--- src/rtl/io_pkg.sv ---
// io_pkg -- shared constants and helpers for the pushbutton front end.
//
// Contents:
//   UP/LEFT/RIGHT/CONFIRM : bit index of each button in every 4-bit vector
//                           (MSB = up, LSB = confirm).
//   NUM_BTN               : number of buttons (4).
//   CNT_W                 : debounce counter width (20 bits, DEBOUNCE_CYCLES < 2^20).
//   prio_grant()          : fixed-priority one-hot grant, up > left > right > confirm.
package io_pkg;

  localparam int UP      = 3;
  localparam int LEFT    = 2;
  localparam int RIGHT   = 1;
  localparam int CONFIRM = 0;

  localparam int NUM_BTN = 4;
  localparam int CNT_W   = 20;

  // One-hot grant of the highest-priority requester; all zero when idle.
  function automatic logic [NUM_BTN-1:0] prio_grant(input logic [NUM_BTN-1:0] req);
    logic [NUM_BTN-1:0] g;
    g = 4'b0000;
    if (req[UP]) begin
      g[UP] = 1'b1;
    end else if (req[LEFT]) begin
      g[LEFT] = 1'b1;
    end else if (req[RIGHT]) begin
      g[RIGHT] = 1'b1;
    end else if (req[CONFIRM]) begin
      g[CONFIRM] = 1'b1;
    end else begin
      g = 4'b0000;
    end
    return g;
  endfunction

endpackage

--- src/rtl/button_arbiter_if.sv ---
// button_arbiter_if -- raw pushbuttons in, event pulses and pending flags out.
//
// Signals:
//   btn_up/left/right/confirm : raw, bouncing, asynchronous pushbuttons.
//   up_o/left_o/right_o/confirm_o : single-cycle event pulses (at most one high).
//   pending_o[3:0]             : registered pending flags {up,left,right,confirm}.
// Modports:
//   master : the button/board side (drives buttons, observes events).
//   slave  : the arbiter itself.
interface button_arbiter_if;

  logic       btn_up;
  logic       btn_left;
  logic       btn_right;
  logic       btn_confirm;
  logic       up_o;
  logic       left_o;
  logic       right_o;
  logic       confirm_o;
  logic [3:0] pending_o;

  modport master (
    output btn_up, btn_left, btn_right, btn_confirm,
    input  up_o, left_o, right_o, confirm_o, pending_o
  );

  modport slave (
    input  btn_up, btn_left, btn_right, btn_confirm,
    output up_o, left_o, right_o, confirm_o, pending_o
  );

endinterface

--- src/rtl/btn_debounce.sv ---
// btn_debounce -- 2-flop synchronizer followed by a counting debouncer.
//
// Ports:
//   clk    : system clock, rising edge.
//   rst    : asynchronous active-low reset; clears synchronizer, level and counter.
//   raw    : raw pushbutton, asynchronous and bouncing.
//   stable : debounced level; flips only after DEBOUNCE_CYCLES consecutive
//            synchronized samples that differ from the current level.
module btn_debounce
  import io_pkg::*;
#(
  parameter int DEBOUNCE_CYCLES = 1000000
) (
  input  logic clk,
  input  logic rst,
  input  logic raw,
  output logic stable
);

  localparam logic [CNT_W-1:0] CNT_LAST = CNT_W'(DEBOUNCE_CYCLES - 1);
  localparam logic [CNT_W-1:0] CNT_ONE  = CNT_W'(1);

  logic             sync1_r;
  logic             sync2_r;
  logic             stable_r;
  logic [CNT_W-1:0] cnt_r;

  // Synchronizer chain plus debounce counter; any sample equal to the
  // current level restarts the count, so a bounce never accumulates.
  always_ff @(posedge clk or negedge rst) begin
    if (!rst) begin
      sync1_r  <= 1'b0;
      sync2_r  <= 1'b0;
      stable_r <= 1'b0;
      cnt_r    <= '0;
    end else begin
      sync1_r <= raw;
      sync2_r <= sync1_r;
      if (sync2_r == stable_r) begin
        cnt_r <= '0;
      end else if (cnt_r == CNT_LAST) begin
        stable_r <= sync2_r;
        cnt_r    <= '0;
      end else begin
        cnt_r <= cnt_r + CNT_ONE;
      end
    end
  end

  assign stable = stable_r;

endmodule

--- src/rtl/button_arbiter.sv ---
// button_arbiter -- debounces four pushbuttons and serialises their press
// events into single-cycle pulses for the mode/state shifter.
//
// Ports:
//   clk : system clock, rising edge.
//   rst : asynchronous active-low reset.
//   bus : button_arbiter_if.slave (raw buttons in; event pulses and
//         pending flags out, see the interface header).
//
// Each rising debounced level sets a pending flag; one flag per cycle is
// granted with fixed priority up > left > right > confirm, and the grant is
// registered into the matching output pulse while the flag is cleared.
//
// Optional feature, macro BUTTON_AUTOREPEAT_EN: left and right re-raise their
// pending flag after REPEAT_DELAY held cycles, then every REPEAT_PERIOD
// cycles while still held. Without the macro no repeat logic is built.
module button_arbiter
  import io_pkg::*;
#(
  parameter int DEBOUNCE_CYCLES = 1000000,
  parameter int REPEAT_DELAY    = 50000000,
  parameter int REPEAT_PERIOD   = 10000000
) (
  input  logic                   clk,
  input  logic                   rst,
  button_arbiter_if.slave        bus
);

  logic [NUM_BTN-1:0] raw_s;
  logic [NUM_BTN-1:0] stable_s;
  logic [NUM_BTN-1:0] stable_d_r;
  logic [NUM_BTN-1:0] rise_s;
  logic [NUM_BTN-1:0] rpt_ev_s;
  logic [NUM_BTN-1:0] event_s;
  logic [NUM_BTN-1:0] grant_s;
  logic [NUM_BTN-1:0] pending_nxt_s;
  logic [NUM_BTN-1:0] pending_r;
  logic [NUM_BTN-1:0] out_r;

  assign raw_s = {bus.btn_up, bus.btn_left, bus.btn_right, bus.btn_confirm};

  for (genvar i = 0; i < NUM_BTN; i++) begin : g_db
    btn_debounce #(
      .DEBOUNCE_CYCLES(DEBOUNCE_CYCLES)
    ) u_db (
      .clk    (clk),
      .rst    (rst),
      .raw    (raw_s[i]),
      .stable (stable_s[i])
    );
  end

  // Delayed copy of the debounced levels for 0->1 edge detection.
  always_ff @(posedge clk or negedge rst) begin
    if (!rst) begin
      stable_d_r <= 4'b0000;
    end else begin
      stable_d_r <= stable_s;
    end
  end

  // Only a press (rising level) is an event; releases are ignored.
  assign rise_s = stable_s & ~stable_d_r;

`ifdef BUTTON_AUTOREPEAT_EN
  localparam int RPT_MAX = (REPEAT_DELAY > REPEAT_PERIOD) ? REPEAT_DELAY : REPEAT_PERIOD;
  localparam int RPT_W   = $clog2(RPT_MAX + 1);
  localparam logic [RPT_W-1:0] RPT_DELAY_C  = RPT_W'(REPEAT_DELAY);
  localparam logic [RPT_W-1:0] RPT_PERIOD_C = RPT_W'(REPEAT_PERIOD);
  localparam logic [RPT_W-1:0] RPT_ONE      = RPT_W'(1);

  for (genvar k = 0; k < 2; k++) begin : g_rpt
    localparam int B = (k == 0) ? RIGHT : LEFT;

    // cnt_r = cycles elapsed since the last event of this button (press or
    // repeat); armed_r marks that the initial delay has already elapsed.
    logic [RPT_W-1:0] cnt_r;
    logic             armed_r;
    logic             fire_s;

    // Repeat fires when the held time reaches the current threshold.
    always_comb begin
      fire_s = 1'b0;
      if (stable_s[B]) begin
        if (armed_r) begin
          fire_s = (cnt_r == RPT_PERIOD_C);
        end else begin
          fire_s = (cnt_r == RPT_DELAY_C);
        end
      end else begin
        fire_s = 1'b0;
      end
    end

    // Repeat timer: idle while released, reloads to one on each repeat.
    always_ff @(posedge clk or negedge rst) begin
      if (!rst) begin
        cnt_r   <= '0;
        armed_r <= 1'b0;
      end else if (!stable_s[B]) begin
        cnt_r   <= '0;
        armed_r <= 1'b0;
      end else if (fire_s) begin
        cnt_r   <= RPT_ONE;
        armed_r <= 1'b1;
      end else begin
        cnt_r   <= cnt_r + RPT_ONE;
      end
    end

    assign rpt_ev_s[B] = fire_s;
  end

  assign rpt_ev_s[UP]      = 1'b0;
  assign rpt_ev_s[CONFIRM] = 1'b0;
`else
  assign rpt_ev_s = 4'b0000;
`endif

  assign event_s = rise_s | rpt_ev_s;

  // Grant and next pending state; a new event beats the clear of its own
  // grant, and repeated events simply merge into the already-set flag.
  always_comb begin
    grant_s       = prio_grant(pending_r);
    pending_nxt_s = (pending_r & ~grant_s) | event_s;
  end

  // Pending flags and registered one-hot output pulses.
  always_ff @(posedge clk or negedge rst) begin
    if (!rst) begin
      pending_r <= 4'b0000;
      out_r     <= 4'b0000;
    end else begin
      pending_r <= pending_nxt_s;
      out_r     <= grant_s;
    end
  end

  assign bus.up_o      = out_r[UP];
  assign bus.left_o    = out_r[LEFT];
  assign bus.right_o   = out_r[RIGHT];
  assign bus.confirm_o = out_r[CONFIRM];
  assign bus.pending_o = pending_r;

endmodule

--- src/flat_wrapper.sv ---
// flat-port wrapper written by rule: the top's interface ports become plain ports
module button_arbiter_flat import io_pkg::*;
#(
  parameter int DEBOUNCE_CYCLES = 1000000,
  parameter int REPEAT_DELAY    = 50000000,
  parameter int REPEAT_PERIOD   = 10000000
)
  (clk, rst, bus_btn_up, bus_btn_left, bus_btn_right, bus_btn_confirm, bus_up_o, bus_left_o, bus_right_o, bus_confirm_o, bus_pending_o);
  button_arbiter_if bus_i ();
  input  logic clk;
  input  logic rst;
  input wire logic [$bits(bus_i.btn_up)-1:0] bus_btn_up;
  input wire logic [$bits(bus_i.btn_left)-1:0] bus_btn_left;
  input wire logic [$bits(bus_i.btn_right)-1:0] bus_btn_right;
  input wire logic [$bits(bus_i.btn_confirm)-1:0] bus_btn_confirm;
  output wire logic [$bits(bus_i.up_o)-1:0] bus_up_o;
  output wire logic [$bits(bus_i.left_o)-1:0] bus_left_o;
  output wire logic [$bits(bus_i.right_o)-1:0] bus_right_o;
  output wire logic [$bits(bus_i.confirm_o)-1:0] bus_confirm_o;
  output wire logic [$bits(bus_i.pending_o)-1:0] bus_pending_o;
  assign bus_i.btn_up = bus_btn_up;
  assign bus_i.btn_left = bus_btn_left;
  assign bus_i.btn_right = bus_btn_right;
  assign bus_i.btn_confirm = bus_btn_confirm;
  assign bus_up_o = bus_i.up_o;
  assign bus_left_o = bus_i.left_o;
  assign bus_right_o = bus_i.right_o;
  assign bus_confirm_o = bus_i.confirm_o;
  assign bus_pending_o = bus_i.pending_o;
  button_arbiter #(.DEBOUNCE_CYCLES(DEBOUNCE_CYCLES), .REPEAT_DELAY(REPEAT_DELAY), .REPEAT_PERIOD(REPEAT_PERIOD)) u_core (.clk(clk), .rst(rst), .bus(bus_i));
endmodule
--- config.mk ---
export PLATFORM = sky130hd
export DESIGN_NAME = button_arbiter_flat
export DESIGN_NICKNAME = d
export VERILOG_FILES = /design/src/rtl/io_pkg.sv /design/src/rtl/button_arbiter_if.sv /design/src/rtl/btn_debounce.sv /design/src/rtl/button_arbiter.sv /design/src/flat_wrapper.sv
export SDC_FILE = /design/constraint.sdc
export NUM_CORES = 1
export LEC_CHECK = 0
export ABC_AREA = 1
export CAP_MARGIN = 20
export CORE_ASPECT_RATIO = 1.5
export CORE_UTILIZATION = 50
export DETAILED_ROUTE_END_ITERATION = 8
export PLACE_DENSITY = 0.66
export SLEW_MARGIN = 5
export SYNTH_ARGS = -nofsm -noshare
export SYNTH_HDL_FRONTEND = slang
export SYNTH_SLANG_ARGS = --single-unit
--- constraint.sdc ---
create_clock -name clk -period 1.5 [get_ports clk]
set_input_delay 0.225 -clock clk [delete_from_list [all_inputs] [get_ports clk]]
set_output_delay 0.225 -clock clk [all_outputs]
set_load 0.03 [all_outputs]
**After elaboration in Yosys (flattened, before gate mapping)**

Cells that the tools add are included.

- Output and inout bits: 8
- Word-level logic and storage cells: 59
- Register bits: 104
- Input bits: 6

- Reduce and logical (&&, ||, !) cells: 4
- Eq/ne operators: 8
- Add/subtract/negate cells: 4
- Muxes and demuxes: 15
- Bitwise logic cells: 9

Operators with widths:

| operator | number |
|---|---|
| two-way mux 20 bit | 8 |
| adder 20 x 1 -> 20 bit, second input constant | 4 |
| equality test 20 bit, second input constant | 4 |
| bitwise AND 4 bit | 2 |
| NOT 4 bit | 2 |
| AND reduction 2 bit | 4 |
| two-way mux 1 bit | 5 |
| equality test 1 bit | 4 |
| NOT 1 bit | 4 |
| OR 4 bit | 1 |
| two-way mux 3 bit | 1 |
| two-way mux 2 bit | 1 |

**Depth between registers and ports, before layout**

Gate-level depths: netlist (run 1).

- Depth after elaboration: 7
- Mapped depth: 9
- Depth with buffers taken out: 9

**Modules after synthesis**

A second synthesis (run 1) with hierarchy kept.

- Cell total of the unflattened synthesis: 678
- Area total of the unflattened synthesis: 5733.0 um^2

By module, submodules not included:

| module | area each (um^2) | instances | cells each | seq. area each (um^2) |
|---|---|---|---|---|
| btn_debounce | 1335.0 | 4 | 161 | 575.6 |
| button_arbiter | 392.9 | 1 | 34 | 300.3 |

**Least setup slack after synthesis (run 1)**

Ideal clock, no wire load.

- Kind: reg-to-reg
- Start: register u_core.g_db[3].u_db.cnt_r[0]
- End: register u_core.g_db[3].u_db.cnt_r[16]
- Setup time: 123 ps
- Clock period less this slack: 1307 ps
- Buffers on the path: 0
- Path slack: 193 ps
- Arrival: 1184 ps
- Cell stages (with the launch flop): 8
- Required time: 1377 ps
- Cell sequence: dfrtp_1 ha_1 nand3_1 inv_1 nand2_2 nor2_4 nor3b_1 nor2_1

- Word-level cells in the longest chain between the ends: 3
- Elaborated cells between the ends (all ways): 4
- Classes of those cells: 1 x add/sub; 1 x eq/ne; 2 x mux

RTL lines:

| element | line | source |
|---|---|---|
| from (decl) | btn_debounce.sv:26 | `logic [CNT_W-1:0] cnt_r;` |
| from (signal assigned) | btn_debounce.sv:45 | `cnt_r <= cnt_r + CNT_ONE;` |
| adder 20 x 1 -> 20 bit or equality test 20 bit (tied branches) | btn_debounce.sv:45, btn_debounce.sv:41 |  |
| two-way mux 20 bit * | btn_debounce.sv:41 | `end else if (cnt_r == CNT_LAST) begin` |
| two-way mux 20 bit * | btn_debounce.sv:39 | `if (sync2_r == stable_r) begin` |

Every way passes the cells marked *; elsewhere a longest branch is shown, timed or not.
A chain may end at the register's enable or synchronous reset.

**Worst setup path after layout (run 1)**

Same ends and word-level chain as after synthesis.

==> results of run 1 <==
==> final timing paths <==
path	endpoint	depth (start not counted)	slack, ns	startpoint
min reg2reg	u_core.g_db[2].u_db.sync2_r	0	0.35	u_core.g_db[2].u_db.sync1_r
min	u_core.g_db[1].u_db.cnt_r[12]	2	0.30	rst
max	u_core.g_db[3].u_db.cnt_r[16]	7	0.1	u_core.g_db[3].u_db.cnt_r[0]
min in group clk	u_core.g_db[3].u_db.sync1_r	1	0.32	bus_btn_up
max in group asynchronous	u_core.g_db[3].u_db.cnt_r[2]	3	0.64	rst
max reg2reg	u_core.g_db[3].u_db.cnt_r[16]	7	0.1	u_core.g_db[3].u_db.cnt_r[0]
==> logic make-up (layout without fill, tap and decap cells) <==
logic type,Yosys count,in the layout,synth area share
buffers and inverters,65,104,0.0474
AOI/OAI and AO/OA,25,25,0.0273
adders and majority gates,4,4,0.00957
xor gates and xnor gates,47,47,0.0844
DFF,104,104,0.498
and+or+nand+nor,378,378,0.334
==> worst reg2reg max path, cell delays in order, from the launching register on <==
cell	delay, ns
dfrtp_1	0.39
ha_2	0.21
nand3_2	0.11
inv_2	0.11
nand2_2	0.09
nor2_4	0.14
nor3b_2	0.18
nor2_1	0.07
==> timing repair <==
item / 4_1_cts / 5_1_grt
hold buffers: 1 / 0
pin swaps: 0 / 3
hold endpoints to repair: 19 / 0
setup endpoints to repair: 8 / 42
setup buffers: 0 / 1
gates resized for setup: 8 / 22
==> final cells by class <==
| class | count | area [sq um] | share of cell area |
|---|---|---|---|
| sequential | 104 | 2600 | 0.437 |
| multi-input combinational | 454 | 2470 | 0.415 |
| inverter | 64 | 240 | 0.0404 |
| clock buffer | 9 | 225 | 0.0378 |
| timing repair buffer | 25 | 223 | 0.0374 |
| tap | 117 | 146 | 0.0246 |
| clock inverter | 6 | 43.8 | 0.00736 |
==> cells in the mapped netlist (all sizes together) <==
library cell,count
nor2,179
a21oi,8
nand3b,1
o21a,1
xnor2,19
and2,1
inv,64
nor3,9
buf,1
nand2,110
nand4,9
nor4,1
ha,4
o22ai,1
o21bai,2
nor3b,4
nand3,64
dfrtp,104
xor2,28
a31oi,1
o21ai,12
==> registers in the layout (all words and copies together) (netlist names) <==
| register | cells |
|---|---|
| u_core.g_db.u_db.sync2_r | 4 |
| u_core.g_db.u_db.cnt_r | 80 |
| u_core.stable_d_r | 4 |
| u_core.g_db.u_db.stable | 4 |
| u_core.g_db.u_db.sync1_r | 4 |
| u_core.bus.pending_o | 4 |
| u_core.out_r | 4 |
==> metrics by stage <==
step | instances | utilization | total power [uW] | TNS [ns]
after floorplan | 623 | - | 3010 | 0
after global placement | 762 | 0.551 | 3110 | 0
after detailed placement | 762 | 0.551 | 3120 | 0
after CTS | 778 | 0.578 | 5320 | 0
after global routing | 779 | 0.587 | 5470 | -0.140
final | 779 | 0.587 | 5270 | 0
==> per-layer routing <==
metal  part of all wire  vias up  global-route usage
met5                  0        -                   0
met4              0.021        0              0.0804
met3              0.028       20              0.0426
met2               0.50       67               0.339
met1               0.45     1870               0.256
li1                   -     2021                   -
==> power by group through the flow <==
stage / registers [uW] / logic [uW] / clock network [uW]
after floorplan: 2920 / 90.5 / 0
after global placement: 2920 / 195 / 0
after detailed placement: 2920 / 200 / 0
after CTS: 2870 / 203 / 2240
after global routing: 2880 / 242 / 2360
final: 2870 / 204 / 2190
==> summary.txt, run 1 <==
row count - 45
Final Setup Violations - 0
status - finished clean
WL/cell - 12.7 um
Post-Route WL - 9870 um
DR vias/cell - 5.11
Crit path buffers/inverters - 1
max-capacitance violation count - 0
htree depth - 3
Comb pwr share - 0.039
Flop pwr share - 0.545
fill count - 909
Ant. Diodes - 0
Worst-Margin Slew - 0.357 ns
Clock Latency Late Sink - 0.35 ns
Final Slew Violations - 0
most frequent cells in the layout - nor2_1 (157), dfrtp_1 (104), nand2_1 (100), inv_1 (59), nand3_1 (54)
Die ar. - 10900 sq um
CP peak stage delay - 0.39 ns
period utilization - 0.935
Hold Crit Class - input port to asynchronous set/reset pin
gr usage total - 0.202
1st-pass router iterations - 7
Vias - 3978
root buffer cell - clkbuf_16
slowest CP cell - dfrtp_1
Initial Util - 0.516
final hold violations - 0
yosys warns - 0
clk sinks - 104
fraction of layout cells with a size suffix above 1 - 0.133
Die W - 85.5 um
critical-path cell list - ha_2 > nand3_2 > inv_2 > nand2_2 > nor2_4 > nor3b_2 > nor2_1
first-pass GRT wire length - 17500 um
synthesis-to-finish area growth - 13.8%
Cell Pwr Density - 884 nW/um^2
final hold slack - 0.304 ns
setup ws final - 0.0982 ns
initial antenna violation count - 0
hpwl dp - 7220 um
commonest non-fill, non-tap cell in the layout - nor2_1
sequential-to-total area share from yosys stat - 0.498
worst path required time - 1.73 ns
Syn Inst Count - 623
Nets - 668
top post-synthesis cells by area - dfrtp_1 (50%), nor2_1 (12%), nand2_1 (7.2%)
CP arrival - 1.64 ns
setup slack at placement - 0.0273 ns
Clock transition at path regs - 0.07 ns
clock power share - 0.416
Routed Antenna Nets - 0
global-route congestion overflow total - 0
vias in the first global route - 3960
crit path launch type - flop
relative slew slack - 0.762
f_max - 713 MHz
P_int - 4040 uW
CP endpoint kind - flop
Sw Share - 0.232
die height - 127 um
Port Buffers - 13
VDD IR max - 0.663 mV
Leak Pwr - 0.00254 uW
post-synth top area share - 0.498
Syn Nets - 633
Mean Syn Cell Area - 8.39 sq um
Yosys top cell by area - dfrtp_1
post-route cell area - 5950 sq um
post-route minimum period - 1.40 ns
Psw - 1220 uW
Crit Path Max Fanout - 5
IO Pins - 14
#FFs+latches synth - 104
drt drc - 0
synthesized cell area - 5230 sq um
CTS tree - done
largest net degree at the start of global routing - 32
Area after DPL - 5580 sq um
core area - 10100 sq um
Synth cell types - 34
Clock Path Buffers - 2
Top Family by Delay on Critical Path - simple AND/OR/NAND/NOR gates
total CTS buffers - 9
Setup CP Type - flop to flop
RePlAce Congestion - 0.924
Final Skew - 0.00912 ns
number of DRC markers in iteration 0 - 171
Note: power is estimated with default switching activity, not from simulation.
==> run 2: changes to the inputs <==
--- a/config.mk
+++ b/config.mk
@@ -10,7 +10,7 @@
 export CORE_ASPECT_RATIO = 1.5
 export CORE_UTILIZATION = 50
 export DETAILED_ROUTE_END_ITERATION = 8
-export PLACE_DENSITY = 0.66
+export PLACE_DENSITY_LB_ADDON = 0.05
 export SLEW_MARGIN = 5
 export SYNTH_ARGS = -nofsm -noshare
 export SYNTH_HDL_FRONTEND = slang
==> constraint.sdc (replaced) <==
create_clock -name clk -period 1.4 [get_ports clk]
set_input_delay 0.21 -clock clk [delete_from_list [all_inputs] [get_ports clk]]
set_output_delay 0.21 -clock clk [all_outputs]
set_load 0.03 [all_outputs]
==> run 2 against run 1 <==
  * Count of clock-buffer cells in the layout is 3 higher
  * Non-clock buffer count increased by 19
  * Largest power group unchanged
  * Setup slack worse by 0.058 ns
==> summary.txt, run 2 (synthesis results as in run 1) <==
hpwl dp - 7540 um (+4.4%)
Final Setup Violations - 0 (unchanged)
final hold violations - 0 (unchanged)
core area - 10100 sq um (unchanged)
max-capacitance violation count - 0 (unchanged)
Die W - 85.5 um (unchanged)
Leak Pwr - 0.00271 uW (+6.7%)
Layout Cells excl Fill - 799 (+2.6%)
WL/cell - 13.1 um (+3.3%)
CP endpoint kind - flop
Setup CP Type - flop to flop
status - finished clean
Die ar. - 10900 sq um (unchanged)
clk sinks - 104 (unchanged)
gr usage total - 0.209 (+0.00616)
DR vias/cell - 5.06 (-0.96%)
Final Slew Violations - 0 (unchanged)
largest net degree at the start of global routing - 28 (-13%)
crit path launch type - flop
vias in the first global route - 4059 (+2.5%)
row count - 45 (unchanged)
period utilization - 0.971 (+0.0369)
Initial Util - 0.516 (unchanged)
root buffer cell - clkbuf_16
Routed Antenna Nets - 0 (unchanged)
total CTS buffers - 9 (unchanged)
Cell Pwr Density - 945 nW/um^2 (+6.8%)
first-pass GRT wire length - 18200 um (+3.8%)
drt drc - 0 (unchanged)
Port Buffers - 13 (unchanged)
RSZ-0062 raised after global routing - yes
fill count - 886 (-2.5%)
die height - 127 um (unchanged)
final core occ - 0.621 (+0.0335)
Area after DPL - 5710 sq um (+2.2%)
global-route congestion overflow total - 0 (unchanged)
Ant. Diodes - 0 (unchanged)
most frequent cells in the layout - nor2_1 (147), dfrtp_1 (100), nand2_1 (98), inv_1 (58), nand3_1 (52)
post-route cell area - 6290 sq um (+5.7%)
setup TNS - 0 ns (unchanged)
Clock Latency Late Sink - 0.34 ns (about the same)
1st-pass router iterations - 4 (-3)
VDD IR max - 0.726 mV (+9.5%)
Clock transition at path regs - 0.07 ns (about the same)
RePlAce Congestion - 0.855 (-7.5%)
max FFs per register - 80 (unchanged)
worst path required time - 1.62 ns (-0.11 ns)
fraction of layout cells with a size suffix above 1 - 0.195 (+0.0621)
Crit Path Max Fanout - 5 (unchanged)
CTS tree - done
post-route minimum period - 1.36 ns (-0.0418 ns)
Final Skew - 0.00577 ns (-0.00335 ns)
final hold slack - 0.311 ns (+0.00604 ns)
largest register by flop count - u_core.g_db.u_db.cnt_r
Hold Crit Class - input port to flop
Worst-Margin Slew - 0.413 ns (+0.0561 ns)
Post-Route WL - 10500 um (+5.9%)
Nets - 687 (+2.8%)
f_max - 735 MHz (+3.1%)
number of DRC markers in iteration 0 - 199 (+16%)
Placed Instances - 775 (+1.7%)
initial antenna violation count - 0 (unchanged)
commonest non-fill, non-tap cell in the layout - nor2_1
Clock Path Buffers - 2 (unchanged)
relative slew slack - 0.725 (-0.0372)
CP arrival - 1.58 ns (-0.06 ns)
htree depth - 3 (unchanged)
synthesis-to-finish area growth - 20.3%
IO Pins - 14 (unchanged)
Vias - 4041 (+1.6%)
-- run 2: cell types whose count changed in the layout (fill, tap and decap cells not counted), sizes merged --
cell / previous run / this run
inv: 67 / 64
bufinv: 0 / 1
clkbuf: 9 / 12
buf: 12 / 31
-- run 2: per-stage QoR --
step	total power, uW	setup WS, ns
floorplan	3220	0.0932
global placement	3360	0.0461
detailed placement	3370	0.00868
CTS	6010	0.0106
global route	6150	-0.0756
finish	5940	0.0400
-- run 2: per-layer routing --
layer	global-route usage	routed length, um	up-vias
li1	-	-	2067
met2	0.357	5440	58
met5	0	0	-
met1	0.264	4560	1896
met3	0.0355	226	20
met4	0.0775	235	0
-- run 2: timing repair --
action                     CTS  global route
hold endpoints to repair    23             0
setup buffers                0             7
pin swaps                    0            18
hold buffers                 1             0
setup endpoints to repair   13            53
resized for setup           10            53
-- run 2: final cells by class --
cell class / count / area (sq um) / share of cell area
Sequential cell: 104 / 2610 / 0.414
Timing Repair Buffer: 44 / 394 / 0.0626
Multi-Input combinational cell: 454 / 2590 / 0.411
Tap cell: 117 / 146 / 0.0233
Clock buffer: 12 / 267 / 0.0424
Clock inverter: 4 / 51.3 / 0.00815
Inverter: 64 / 240 / 0.0382
-- run 2: path summary, 6_finish.rpt --
kind                                               from                             to  slack [ns]  depth (start not counted)
setup / recovery           u_core.g_db[3].u_db.cnt_r[1]  u_core.g_db[3].u_db.cnt_r[16]        0.04                          7
hold / removal                          bus_btn_confirm    u_core.g_db[0].u_db.sync1_r        0.31                          1
setup reg to reg           u_core.g_db[3].u_db.cnt_r[1]  u_core.g_db[3].u_db.cnt_r[16]        0.04                          7
hold reg to reg             u_core.g_db[3].u_db.sync1_r    u_core.g_db[3].u_db.sync2_r        0.35                          0
max in group asynchronous                           rst   u_core.g_db[2].u_db.cnt_r[2]        0.47                          3
min in group asynchronous                           rst  u_core.g_db[1].u_db.cnt_r[14]        0.35                          2
-- run 2: critical path, cell delays in order, from the launching register on --
cell and delay, ns:
dfrtp_1 0.37, ha_2 0.19, nand3_2 0.08, inv_2 0.09, nand2_4 0.07, nor2_4 0.17
nor3b_2 0.21, nor2_1 0.07
-- run 2: power by group --
part	switching, uW	internal (uW)
Sequential	31.8	3040
Clock	1090	1530
Combinational	152	98.3
